$ cat config.mk
export PLATFORM = sky130hd
export DESIGN_NAME = chu_sampler_core
export DESIGN_NICKNAME = d
export VERILOG_FILES = /design/src/rtl/sampler_pkg.sv /design/src/rtl/sampler_fifo.sv /design/src/rtl/chu_sampler_core.sv
export SDC_FILE = /design/constraint.sdc
export NUM_CORES = 1
export LEC_CHECK = 0
export CORE_MARGIN = 3
export CORE_UTILIZATION = 40
export DETAILED_ROUTE_END_ITERATION = 6
export PLACE_DENSITY_LB_ADDON = 0.08
export RECOVER_POWER = 25
export SYNTH_ARGS = -nofsm -noshare
export SYNTH_HDL_FRONTEND = slang
export SYNTH_SLANG_ARGS = --single-unit
$ cat constraint.sdc
create_clock -name clk -period 4.21 [get_ports clk]
set_clock_uncertainty 0.05 [all_clocks]
set_input_delay 0.842 -clock clk [delete_from_list [all_inputs] [get_ports clk]]
set_output_delay 0.842 -clock clk [all_outputs]
set_load 0.02 [all_outputs]
$ cat src/rtl/sampler_pkg.sv
// ---------------------------------------------------------------------------
// sampler_pkg
// Shared definitions for the periodic sample-capture slot core:
//   - slot register addresses
//   - status / control bit positions
//   - ctrl_t, the layout of the control word written through REG_STAT
// ---------------------------------------------------------------------------
package sampler_pkg;

  // Slot register map. The control word (enable / clear) is written through
  // REG_STAT; REG_CTRL only reads the enable bit back.
  localparam logic [4:0] REG_DATA   = 5'd0;  // rd: FIFO head, wr: pop
  localparam logic [4:0] REG_STAT   = 5'd1;  // rd: status, wr: control
  localparam logic [4:0] REG_PERIOD = 5'd2;  // rd/wr: sample period P
  localparam logic [4:0] REG_CTRL   = 5'd3;  // rd: enable readback

  // Status word bit positions (count occupies the low bits).
  localparam int STAT_EMPTY = 16;
  localparam int STAT_FULL  = 17;
  localparam int STAT_OVF   = 18;

  // Enable readback bit position.
  localparam int CTRL_ENABLE = 0;

  // Timestamp field width (addr 0 bits [31:16]).
  localparam int TSTAMP_W = 16;

  // Control word layout: bit 1 = clear (self-clearing), bit 0 = enable.
  typedef struct packed {
    logic clear;
    logic enable;
  } ctrl_t;

endpackage

$ cat src/rtl/sampler_fifo.sv
// ---------------------------------------------------------------------------
// sampler_fifo
// Register-file FIFO with synchronous write and combinational head read.
// Depth is 2^ADDR_W words; pointers wrap naturally modulo the depth.
//
// Ports:
//   clk    in   system clock
//   reset  in   asynchronous active-low reset
//   clr    in   synchronous flush, dominates push/pop
//   push   in   write din (ignored when full unless popping the same cycle)
//   pop    in   advance head (ignored when empty)
//   din    in   [DW-1:0] write data
//   dout   out  [DW-1:0] head word (undefined when empty)
//   count  out  [ADDR_W:0] occupancy
//   empty  out  count == 0
//   full   out  count == 2^ADDR_W
// ---------------------------------------------------------------------------
module sampler_fifo #(
  parameter int DW     = 16,
  parameter int ADDR_W = 6
) (
  input  logic              clk,
  input  logic              reset,
  input  logic              clr,
  input  logic              push,
  input  logic              pop,
  input  logic [DW-1:0]     din,
  output logic [DW-1:0]     dout,
  output logic [ADDR_W:0]   count,
  output logic              empty,
  output logic              full
);

  localparam int DEPTH = 1 << ADDR_W;

  logic [DW-1:0]     mem [DEPTH];
  logic [ADDR_W-1:0] wr_ptr;
  logic [ADDR_W-1:0] rd_ptr;
  logic [ADDR_W:0]   cnt;
  logic              do_push;
  logic              do_pop;

  assign empty = (cnt == '0);
  // Occupancy never exceeds DEPTH, so the MSB alone marks "full".
  assign full  = cnt[ADDR_W];

  // A pop frees the slot being written, so push+pop is legal when full.
  // When empty the pop has nothing to remove and only the push happens.
  assign do_pop  = pop  & ~empty & ~clr;
  assign do_push = push & (~full | do_pop) & ~clr;

  // NOTE: state registers use non-blocking assignments so every flop in the
  // design samples the pre-edge values regardless of block ordering.
  always_ff @(posedge clk or negedge reset) begin
    if (!reset) begin
      wr_ptr <= '0;
      rd_ptr <= '0;
      cnt    <= '0;
    end else if (clr) begin
      wr_ptr <= '0;
      rd_ptr <= '0;
      cnt    <= '0;
    end else begin
      if (do_push) wr_ptr <= wr_ptr + ADDR_W'(1);
      if (do_pop)  rd_ptr <= rd_ptr + ADDR_W'(1);
      case ({do_push, do_pop})
        2'b10:   cnt <= cnt + (ADDR_W + 1)'(1);
        2'b01:   cnt <= cnt - (ADDR_W + 1)'(1);
        default: cnt <= cnt;
      endcase
    end
  end

  // NOTE: the storage array has no reset; validity is tracked entirely by
  // the pointers and count, which keeps this mappable to plain RAM.
  always_ff @(posedge clk) begin
    if (do_push) mem[wr_ptr] <= din;
  end

  assign dout  = mem[rd_ptr];
  assign count = cnt;

endmodule

$ cat src/rtl/chu_sampler_core.sv
// ---------------------------------------------------------------------------
// chu_sampler_core
// FPro MMIO slot that captures din every P+1 cycles into a FIFO which
// software drains through the slot registers.
//
// Build option: define SAMPLER_TSTAMP_EN to add a free-running 16-bit cycle
// counter whose value at each capture edge is stored with the sample and
// returned in addr 0 [31:16]. Without it, those bits read 0.
//
// Ports:
//   clk      in   system clock
//   reset    in   asynchronous active-low reset
//   cs       in   slot chip select
//   read     in   slot read strobe (reads have no side effects)
//   write    in   slot write strobe
//   addr     in   [4:0] register address
//   rd_data  out  [31:0] register read data, combinational from addr
//   wr_data  in   [31:0] register write data
//   din      in   [W-1:0] data to sample
// ---------------------------------------------------------------------------
module chu_sampler_core #(
  parameter int W      = 16,
  parameter int ADDR_W = 6
) (
  input  logic          clk,
  input  logic          reset,
  input  logic          cs,
  input  logic          read,
  input  logic          write,
  input  logic [4:0]    addr,
  output logic [31:0]   rd_data,
  input  logic [31:0]   wr_data,
  input  logic [W-1:0]  din
);

  import sampler_pkg::*;

`ifdef SAMPLER_TSTAMP_EN
  localparam int DW = W + TSTAMP_W;
`else
  localparam int DW = W;
`endif

  logic                wr_en;
  logic                wr_pop;
  logic                wr_ctrl;
  logic                wr_period;
  ctrl_t               ctrl_wr;
  logic                clear;

  logic                enable;
  logic [31:0]         period;
  logic [31:0]         tick_cnt;
  logic                overflow;
  logic                sample_hit;

  logic [DW-1:0]       fifo_din;
  logic [DW-1:0]       fifo_dout;
  logic [ADDR_W:0]     count;
  logic                empty;
  logic                full;
  logic [W-1:0]        head_data;
  logic [TSTAMP_W-1:0] head_ts;

  // The read strobe carries no side effects in this slot.
  logic                unused_read;
  assign unused_read = read;

  // ---- register write decode ----------------------------------------------
  assign wr_en     = cs & write;
  assign wr_pop    = wr_en && (addr == REG_DATA);
  assign wr_ctrl   = wr_en && (addr == REG_STAT);
  assign wr_period = wr_en && (addr == REG_PERIOD);
  assign ctrl_wr   = ctrl_t'(wr_data[1:0]);
  assign clear     = wr_ctrl && ctrl_wr.clear;

  // ---- period counter -----------------------------------------------------
  assign sample_hit = enable && (tick_cnt == period);

  always_ff @(posedge clk or negedge reset) begin
    if (!reset) begin
      enable   <= 1'b0;
      period   <= '0;
      tick_cnt <= '0;
      overflow <= 1'b0;
    end else begin
      if (wr_ctrl)   enable <= ctrl_wr.enable;
      if (wr_period) period <= wr_data;

      // Counter parks at 0 while disabled so a fresh enable always starts a
      // full P+1 interval.
      if (clear || !enable || sample_hit) tick_cnt <= '0;
      else                                tick_cnt <= tick_cnt + 32'd1;

      // A sample is only lost when full and nothing leaves the same cycle.
      if (clear)                                 overflow <= 1'b0;
      else if (sample_hit && full && !wr_pop)    overflow <= 1'b1;
    end
  end

  // ---- optional timestamp -------------------------------------------------
`ifdef SAMPLER_TSTAMP_EN
  logic [TSTAMP_W-1:0] ts_cnt;

  always_ff @(posedge clk or negedge reset) begin
    if (!reset) ts_cnt <= '0;
    else        ts_cnt <= ts_cnt + TSTAMP_W'(1);
  end

  assign fifo_din = {ts_cnt, din};
  assign head_ts  = fifo_dout[DW-1:W];
`else
  assign fifo_din = din;
  assign head_ts  = '0;
`endif

  assign head_data = fifo_dout[W-1:0];

  // ---- sample FIFO --------------------------------------------------------
  sampler_fifo #(
    .DW     (DW),
    .ADDR_W (ADDR_W)
  ) u_fifo (
    .clk   (clk),
    .reset (reset),
    .clr   (clear),
    .push  (sample_hit),
    .pop   (wr_pop),
    .din   (fifo_din),
    .dout  (fifo_dout),
    .count (count),
    .empty (empty),
    .full  (full)
  );

  // ---- register read mux --------------------------------------------------
  // NOTE: every combinational output gets a default before the case so no
  // path leaves it unassigned, which would otherwise infer a latch.
  always_comb begin
    rd_data = '0;
    case (addr)
      REG_DATA: begin
        rd_data[W-1:0]  = head_data;
        rd_data[31:16]  = head_ts;
      end
      REG_STAT: begin
        rd_data[ADDR_W:0]   = count;
        rd_data[STAT_EMPTY] = empty;
        rd_data[STAT_FULL]  = full;
        rd_data[STAT_OVF]   = overflow;
      end
      REG_PERIOD: rd_data = period;
      REG_CTRL:   rd_data[CTRL_ENABLE] = enable;
      default:    rd_data = '0;
    endcase
  end

endmodule

==> results of run 1 <==
-- through the flow --
step                      std cells  power (uW)  cell area [sq um]  hold WS (ps)  util, %
final                          4064       24600              54200           455     49.7
after global routing           4063       25400              54200           483     49.7
after CTS                      4051       24800              53800           156     49.4
after detailed placement       3791       14300              48900           441     44.9
after global placement         3791       14300              48900           441     44.9
after floorplan                2139       13500              44000           413        -
-- per-layer routing --
| layer | vias to the layer above | wire length (microns) |
|---|---|---|
| met3 | 146 | 7150 |
| met4 | 0 | 2830 |
| met5 | - | 0 |
| met1 | 12300 | 53600 |
| met2 | 675 | 60300 |
| li1 | 9666 | - |
-- critical path, delay by kind of cell (launching register included) --
family	cells	cell delay, ps
AND/OR/NAND/NOR	1	170
AO/OA/AOI/OAI	3	1120
multiplexers	1	460
buffers and inverters	5	800
flip-flops	1	510
-- cells in the mapped netlist (9+ instances only) --
cell / n
edfxtp_1: 1024
mux4_2: 281
nor2_1: 130
dfrtp_1: 85
mux2i_1: 71
clkbuf_1: 57
xor2_1: 52
nand2_1: 47
mux2_2: 36
nand3_1: 30
o21ai_0: 27
buf_2: 25
a21oi_1: 18
and2_1: 16
buf_4: 16
o22ai_1: 16
buf_1: 14
xnor2_1: 14
o221ai_1: 12
or3_1: 12
a221oi_1: 11
nand4_1: 11
nor4_1: 11
nand2b_1: 10
inv_1: 9
nor3_1: 9
o31ai_1: 9
-- kinds of logic (layout without fill, tap and decap cells) --
| family | count (synthesis) | after routing | share of synthesized area (%) |
|---|---|---|---|
| other | 0 | 1 | 0 |
| buffers and inverters | 125 | 635 | 1.34 |
| multiplexers | 390 | 390 | 17.0 |
| adder cells (fa/ha/maj) | 9 | 9 | 0.273 |
| AO/OA/AOI/OAI | 121 | 121 | 1.88 |
| AND/OR/NAND/NOR | 319 | 319 | 3.60 |
| XOR/XNOR | 66 | 66 | 1.31 |
| flip-flops | 1109 | 1109 | 74.6 |
-- what timing repair did --
item / CTS / global route
setup endpoints to repair: 16 / 16
pin swaps: 16 / 17
buffers inserted: 37 / 13
resized for setup: 159 / 54
hold endpoints to repair: 0 / 0
cloned: 7 / 2
-- area by class of cell --
type | instances | share of cell area (%)
Sequential cell | 1109 | 60.7
Clock inverter | 49 | 0.915
Inverter | 9 | 0.0762
Clock buffer | 169 | 6.02
Tap cell | 1414 | 3.27
Multi-Input combinational cell | 905 | 20.5
Timing Repair Buffer | 408 | 8.53
Antenna cell | 1 | 0.00462
-- report_power, final --
group          internal (uW)  switching [uW]  leakage (uW)  total, uW
clock                   5950            4130       0.00182      10100
combinational           1150            1060       0.00530       2220
sequential             12100             149        0.0103      12300
-- state kept, by name (all words and copies together) (netlist names) --
signal / count
u_fifo.mem: 1024
period: 32
tick_cnt: 32
u_fifo.count: 7
u_fifo.rd_ptr: 6
u_fifo.wr_ptr: 6
enable: 1
overflow: 1
-- worst min path at each step --
stage	from	end	slack, ps	cells after the start
after global placement	overflow$_DFFE_PN0P_	overflow$_DFFE_PN0P_	440	2
after global routing	overflow$_DFFE_PN0P_	overflow$_DFFE_PN0P_	480	2
final	overflow$_DFFE_PN0P_	overflow$_DFFE_PN0P_	450	2
after CTS	reset	u_fifo.rd_ptr[4]$_DFFE_PN0P_	160	1
after detailed placement	overflow$_DFFE_PN0P_	overflow$_DFFE_PN0P_	440	2
after floorplan	overflow$_DFFE_PN0P_	overflow$_DFFE_PN0P_	410	2
==> results.sh, run 1 <==
export IMPL_nets=2619
export IMPL_yosys_area_top_type="edfxtp_1"
export IMPL_fmax_mhz=215
export IMPL_crit_slowest_cell="a222oi_1"
export IMPL_start_kind="flop"
export IMPL_path_class="reg2out"
export IMPL_status="finished with violations"
export IMPL_period_share_pct=111
export IMPL_core_area_sq_mm=0.109
export IMPL_grt_use_met3_pct=3.88
export IMPL_cts_buffers_inserted=119
export IMPL_grt_overflow=0
export IMPL_violations="DRC, capacitance limit, slew limit, setup timing"
export IMPL_clock_latency_ps=700
export IMPL_grt_use_met1_pct=30.9
export IMPL_r2r_start="period[3]$_DFFE_PN0P_"
export IMPL_postRouteWirelength_microns=124000
export IMPL_finalHoldViolCount=0
export IMPL_grt_pass1_vias=23300
export IMPL_critPathRequiredTime_ps=3320
export IMPL_synth_edf_count=1024
export IMPL_multi_input_area_sq_mm=0.0111
export IMPL_clockBufferDepth=3
export IMPL_yosysWarningCount=0
export IMPL_drive_above_1_share_pct=34.2
export IMPL_rows=121
export IMPL_setup_tns_ps=-3840
export IMPL_antenna_found_initial=6
export IMPL_arrival_ps=3760
export IMPL_power_density_mw_per_mm2=453
export IMPL_finalWeightedCongestion=0.885
export IMPL_cts_tree="built"
export IMPL_endpoint_kind="primary output"
export IMPL_io_buffer_count=88
export IMPL_vias=22800
export IMPL_top_usage_layer="met2"
export IMPL_drtIter0Drc=2023
export IMPL_dieArea_sq_mm=0.114
export IMPL_grt_first_pass_wirelength_microns=175000
export IMPL_p_leak_uw=0.0175
export IMPL_grt_use_met2_pct=35.8
export IMPL_worst_pin_slew_ps=3160
export IMPL_drc_errors=2
export IMPL_netlist_area_leader_share_pct=69.8
export IMPL_yosysUniqueCellTypes=60
export IMPL_avgRoutedWirePerCell_microns=30.5
export IMPL_min_path_type="reg2reg"
export IMPL_grt_max_degree=65
export IMPL_synthTopCellsByArea="edfxtp_1 (70%), mux4_2 (14%), dfrtp_1 (4.8%)"
export IMPL_setup_viol=16
export IMPL_drtAntennaViolNets=0
export IMPL_register_area_sq_mm=0.0329
export IMPL_clk_pin_slew_ps=60
export IMPL_final_cell_mix="edfxtp_1 (1024), mux4_2 (281), buf_4 (204)"
export IMPL_nFillCells=8877
export IMPL_dp_slack_ps=-412
export IMPL_syn_instance_count=2139
export IMPL_initial_core_util_pct=40.4
export IMPL_reg2reg_slack_ps=460
export IMPL_syn2layout_area_growth_pct=23.0
export IMPL_grt_usage_pct=21.9
export IMPL_die_w_microns=338
export IMPL_syn_num_nets=2206
export IMPL_ys_async_sr_fraction_pct=7.66
export IMPL_slew_violations=615
export IMPL_worstSetupEndpoint="rd_data[5]"
export IMPL_worstPathMaxFanout=6
export IMPL_htreeDepth=3
export IMPL_via_per_inst=5.61
export IMPL_crit_chain="buf_12 -> buf_16 -> buf_4 -> mux4_2 -> o221ai_2 -> nand2b_2 -> a222oi_1 -> o21ai_1 -> buf_4 -> buf_6"
export IMPL_r2r_cells=15
export IMPL_layout_commonest_cell="edfxtp_1"
export IMPL_crit_path_max_incr_delay_ps=720
export IMPL_startpoint="u_fifo.rd_ptr[0]$_DFFE_PN0P_"
export IMPL_cts_root_buffer="clkbuf_16"
export IMPL_ioPinCount=90
export IMPL_relSlewSlack_pct=-111
export IMPL_avgSynthCellArea_sq_um=20.6
export IMPL_ys_ff_latch=1109
export IMPL_firstDrtPassIters=7
export IMPL_critPathMostFrequentCell="buf_4"
export IMPL_hpwlAfterDp_microns=79200
export IMPL_cts_sinks=1109
export IMPL_ys_flop_type="edfxtp_1"
export IMPL_rsz0062_at_grt="yes"
export IMPL_cts_hold_buffers_added=0
export IMPL_regToRegEndpoint="u_fifo.count[6]$_DFFE_PN0P_"
export IMPL_worst_slack_ps=-444
export IMPL_peakVddDrop_mv=0.416
export IMPL_seq_area_frac_synth_pct=74.6
export IMPL_dieHeight_microns=338
export IMPL_syn_area_sq_mm=0.0440
export IMPL_maxCapViolations=15
export IMPL_fin_crit_ps=4650
No activity file was read; power rests on OpenSTA's default activity.
==> run 2, diff against run 1 <==
Settings changed: REMOVE_ABC_BUFFERS set to 1.
==> results.sh, run 2 (synthesis results as in run 1) <==
export IMPL_status="finished with violations"
export IMPL_violations="capacitance limit, slew limit, setup timing"
export IMPL_drive_above_1_share_pct=36.5
export IMPL_layout_commonest_cell="edfxtp_1"
export IMPL_multi_input_area_sq_mm=0.0112
export IMPL_rsz0062_at_grt="yes"
export IMPL_vias=23100
export IMPL_power_density_mw_per_mm2=454
export IMPL_peakVddDrop_mv=0.325
export IMPL_slew_violations=563
export IMPL_htreeDepth=3
export IMPL_fmax_mhz=228
export IMPL_final_cell_mix="edfxtp_1 (1024), mux4_2 (281), buf_4 (241)"
export IMPL_syn2layout_area_growth_pct=24.1
export IMPL_register_area_sq_mm=0.0329
export IMPL_dp_slack_ps=-449
export IMPL_critPathRequiredTime_ps=3320
export IMPL_antenna_found_initial=6
export IMPL_firstDrtPassIters=7
export IMPL_dieArea_sq_mm=0.114
export IMPL_endpoint_kind="primary output"
export IMPL_path_class="reg2out"
export IMPL_cts_sinks=1109
export IMPL_hold_depth=2
export IMPL_maxCapViolations=13
export IMPL_drtIter0Drc=2188
export IMPL_fin_util_pct=50.1
export IMPL_die_w_microns=338
export IMPL_finalWeightedCongestion=0.889
export IMPL_worst_pin_slew_ps=2670
export IMPL_finalHoldViolCount=0
export IMPL_postRouteWirelength_microns=125000
export IMPL_setup_viol=13
export IMPL_dieHeight_microns=338
export IMPL_largest_register_ffs=1024
export IMPL_r2r_cells=15
export IMPL_p_leak_uw=0.0178
export IMPL_hpwlAfterDp_microns=79500
export IMPL_cts_root_buffer="clkbuf_16"
export IMPL_grt_usage_pct=22.1
export IMPL_hold_worst_slack_ps=497
export IMPL_nFillCells=8908
export IMPL_fin_crit_ps=4390
export IMPL_grt_pass1_vias=23600
export IMPL_top_regs="u_fifo.mem: 1024 flops, period: 32 flops, tick_cnt: 32 flops"
export IMPL_arrival_ps=3490
export IMPL_worstPathMaxFanout=6
export IMPL_ioPinCount=90
export IMPL_cts_tree="built"
export IMPL_drc_errors=0
export IMPL_io_buffer_count=88
export IMPL_via_per_inst=5.63
export IMPL_setup_tns_ps=-1110
export IMPL_avgRoutedWirePerCell_microns=30.4
export IMPL_relSlewSlack_pct=-77.7
export IMPL_grt_overflow=0
export IMPL_cts_buffers_inserted=116
export IMPL_top_register="u_fifo.mem"
export IMPL_clock_latency_ps=710
export IMPL_initial_core_util_pct=40.4
export IMPL_core_area_sq_mm=0.109
export IMPL_min_path_type="reg2reg"
export IMPL_clk_pin_slew_ps=60
export IMPL_grt_max_degree=65
export IMPL_worst_slack_ps=-176
export IMPL_nets=2657
export IMPL_grt_first_pass_wirelength_microns=178000
export IMPL_period_share_pct=104
export IMPL_rows=121
export IMPL_start_kind="flop"
export IMPL_drtAntennaViolNets=0
export IMPL_clockBufferDepth=3
-- run 2: final cells by class --
cell class | count | share of cell area, %
sequential | 1109 | 60.2
multi-input combinational | 905 | 20.5
timing repair buffer | 449 | 8.96
clock buffer | 134 | 5.44
tap | 1414 | 3.24
clock inverter | 81 | 1.58
inverter | 9 | 0.0618
antenna | 4 | 0.0183
-- run 2: layer usage --
layer	routed length, microns	share of wire, %	track usage, %	up-vias
met2	59300	47	35.1	682
met4	2570	2.1	4.66	4
li1	-	-	-	9749
met3	7170	5.7	3.90	156
met5	26	0.021	0	-
met1	55800	45	32.3	12500
-- run 2: path summary, 6_finish.rpt --
path                                          endpoint                    startpoint  slack (ps)
setup reg to reg           u_fifo.count[6]$_DFFE_PN0P_         period[9]$_DFFE_PN0P_         310
max in group asynchronous       tick_cnt[26]$_DFF_PN0_                         reset        1620
hold reg to reg                   overflow$_DFFE_PN0P_          overflow$_DFFE_PN0P_         500
min in group asynchronous        period[9]$_DFFE_PN0P_                         reset         570
setup / recovery                            rd_data[0]  u_fifo.rd_ptr[0]$_DFFE_PN0P_        -180
hold / removal                    overflow$_DFFE_PN0P_          overflow$_DFFE_PN0P_         500
-- run 2: worst max-delay path: stages (launching register included) --
cell	delay (ps)
dfrtp_4	530
buf_12	170
buf_16	150
buf_4	140
mux4_2	400
mux4_2	510
mux2i_1	200
buf_4	160
nor2_2	30
or3_4	360
buf_6	150
-- run 2: per-stage QoR --
stage	power (uW)	cells	cell area [sq um]
6_report	24800	4105	54600
5_1_grt	25700	4102	54600
4_1_cts	25000	4067	54100
3_5_place_dp	14300	3815	49200
3_3_place_gp	14300	3815	49200
2_1_floorplan	13800	2023	43500
-- run 2: power by group --
part / internal [uW] / switching (uW) / total, uW
sequential: 12100 / 137 / 12200
combinational: 1190 / 1080 / 2270
clock: 6030 / 4270 / 10300
-- run 2: timing repair --
item	CTS	global route
hold endpoints to repair	0	0
setup endpoints to repair	16	17
buffers inserted	32	33
pin swaps	18	12
gates resized for setup	181	64
hold buffers	0	0
gates cloned	7	4
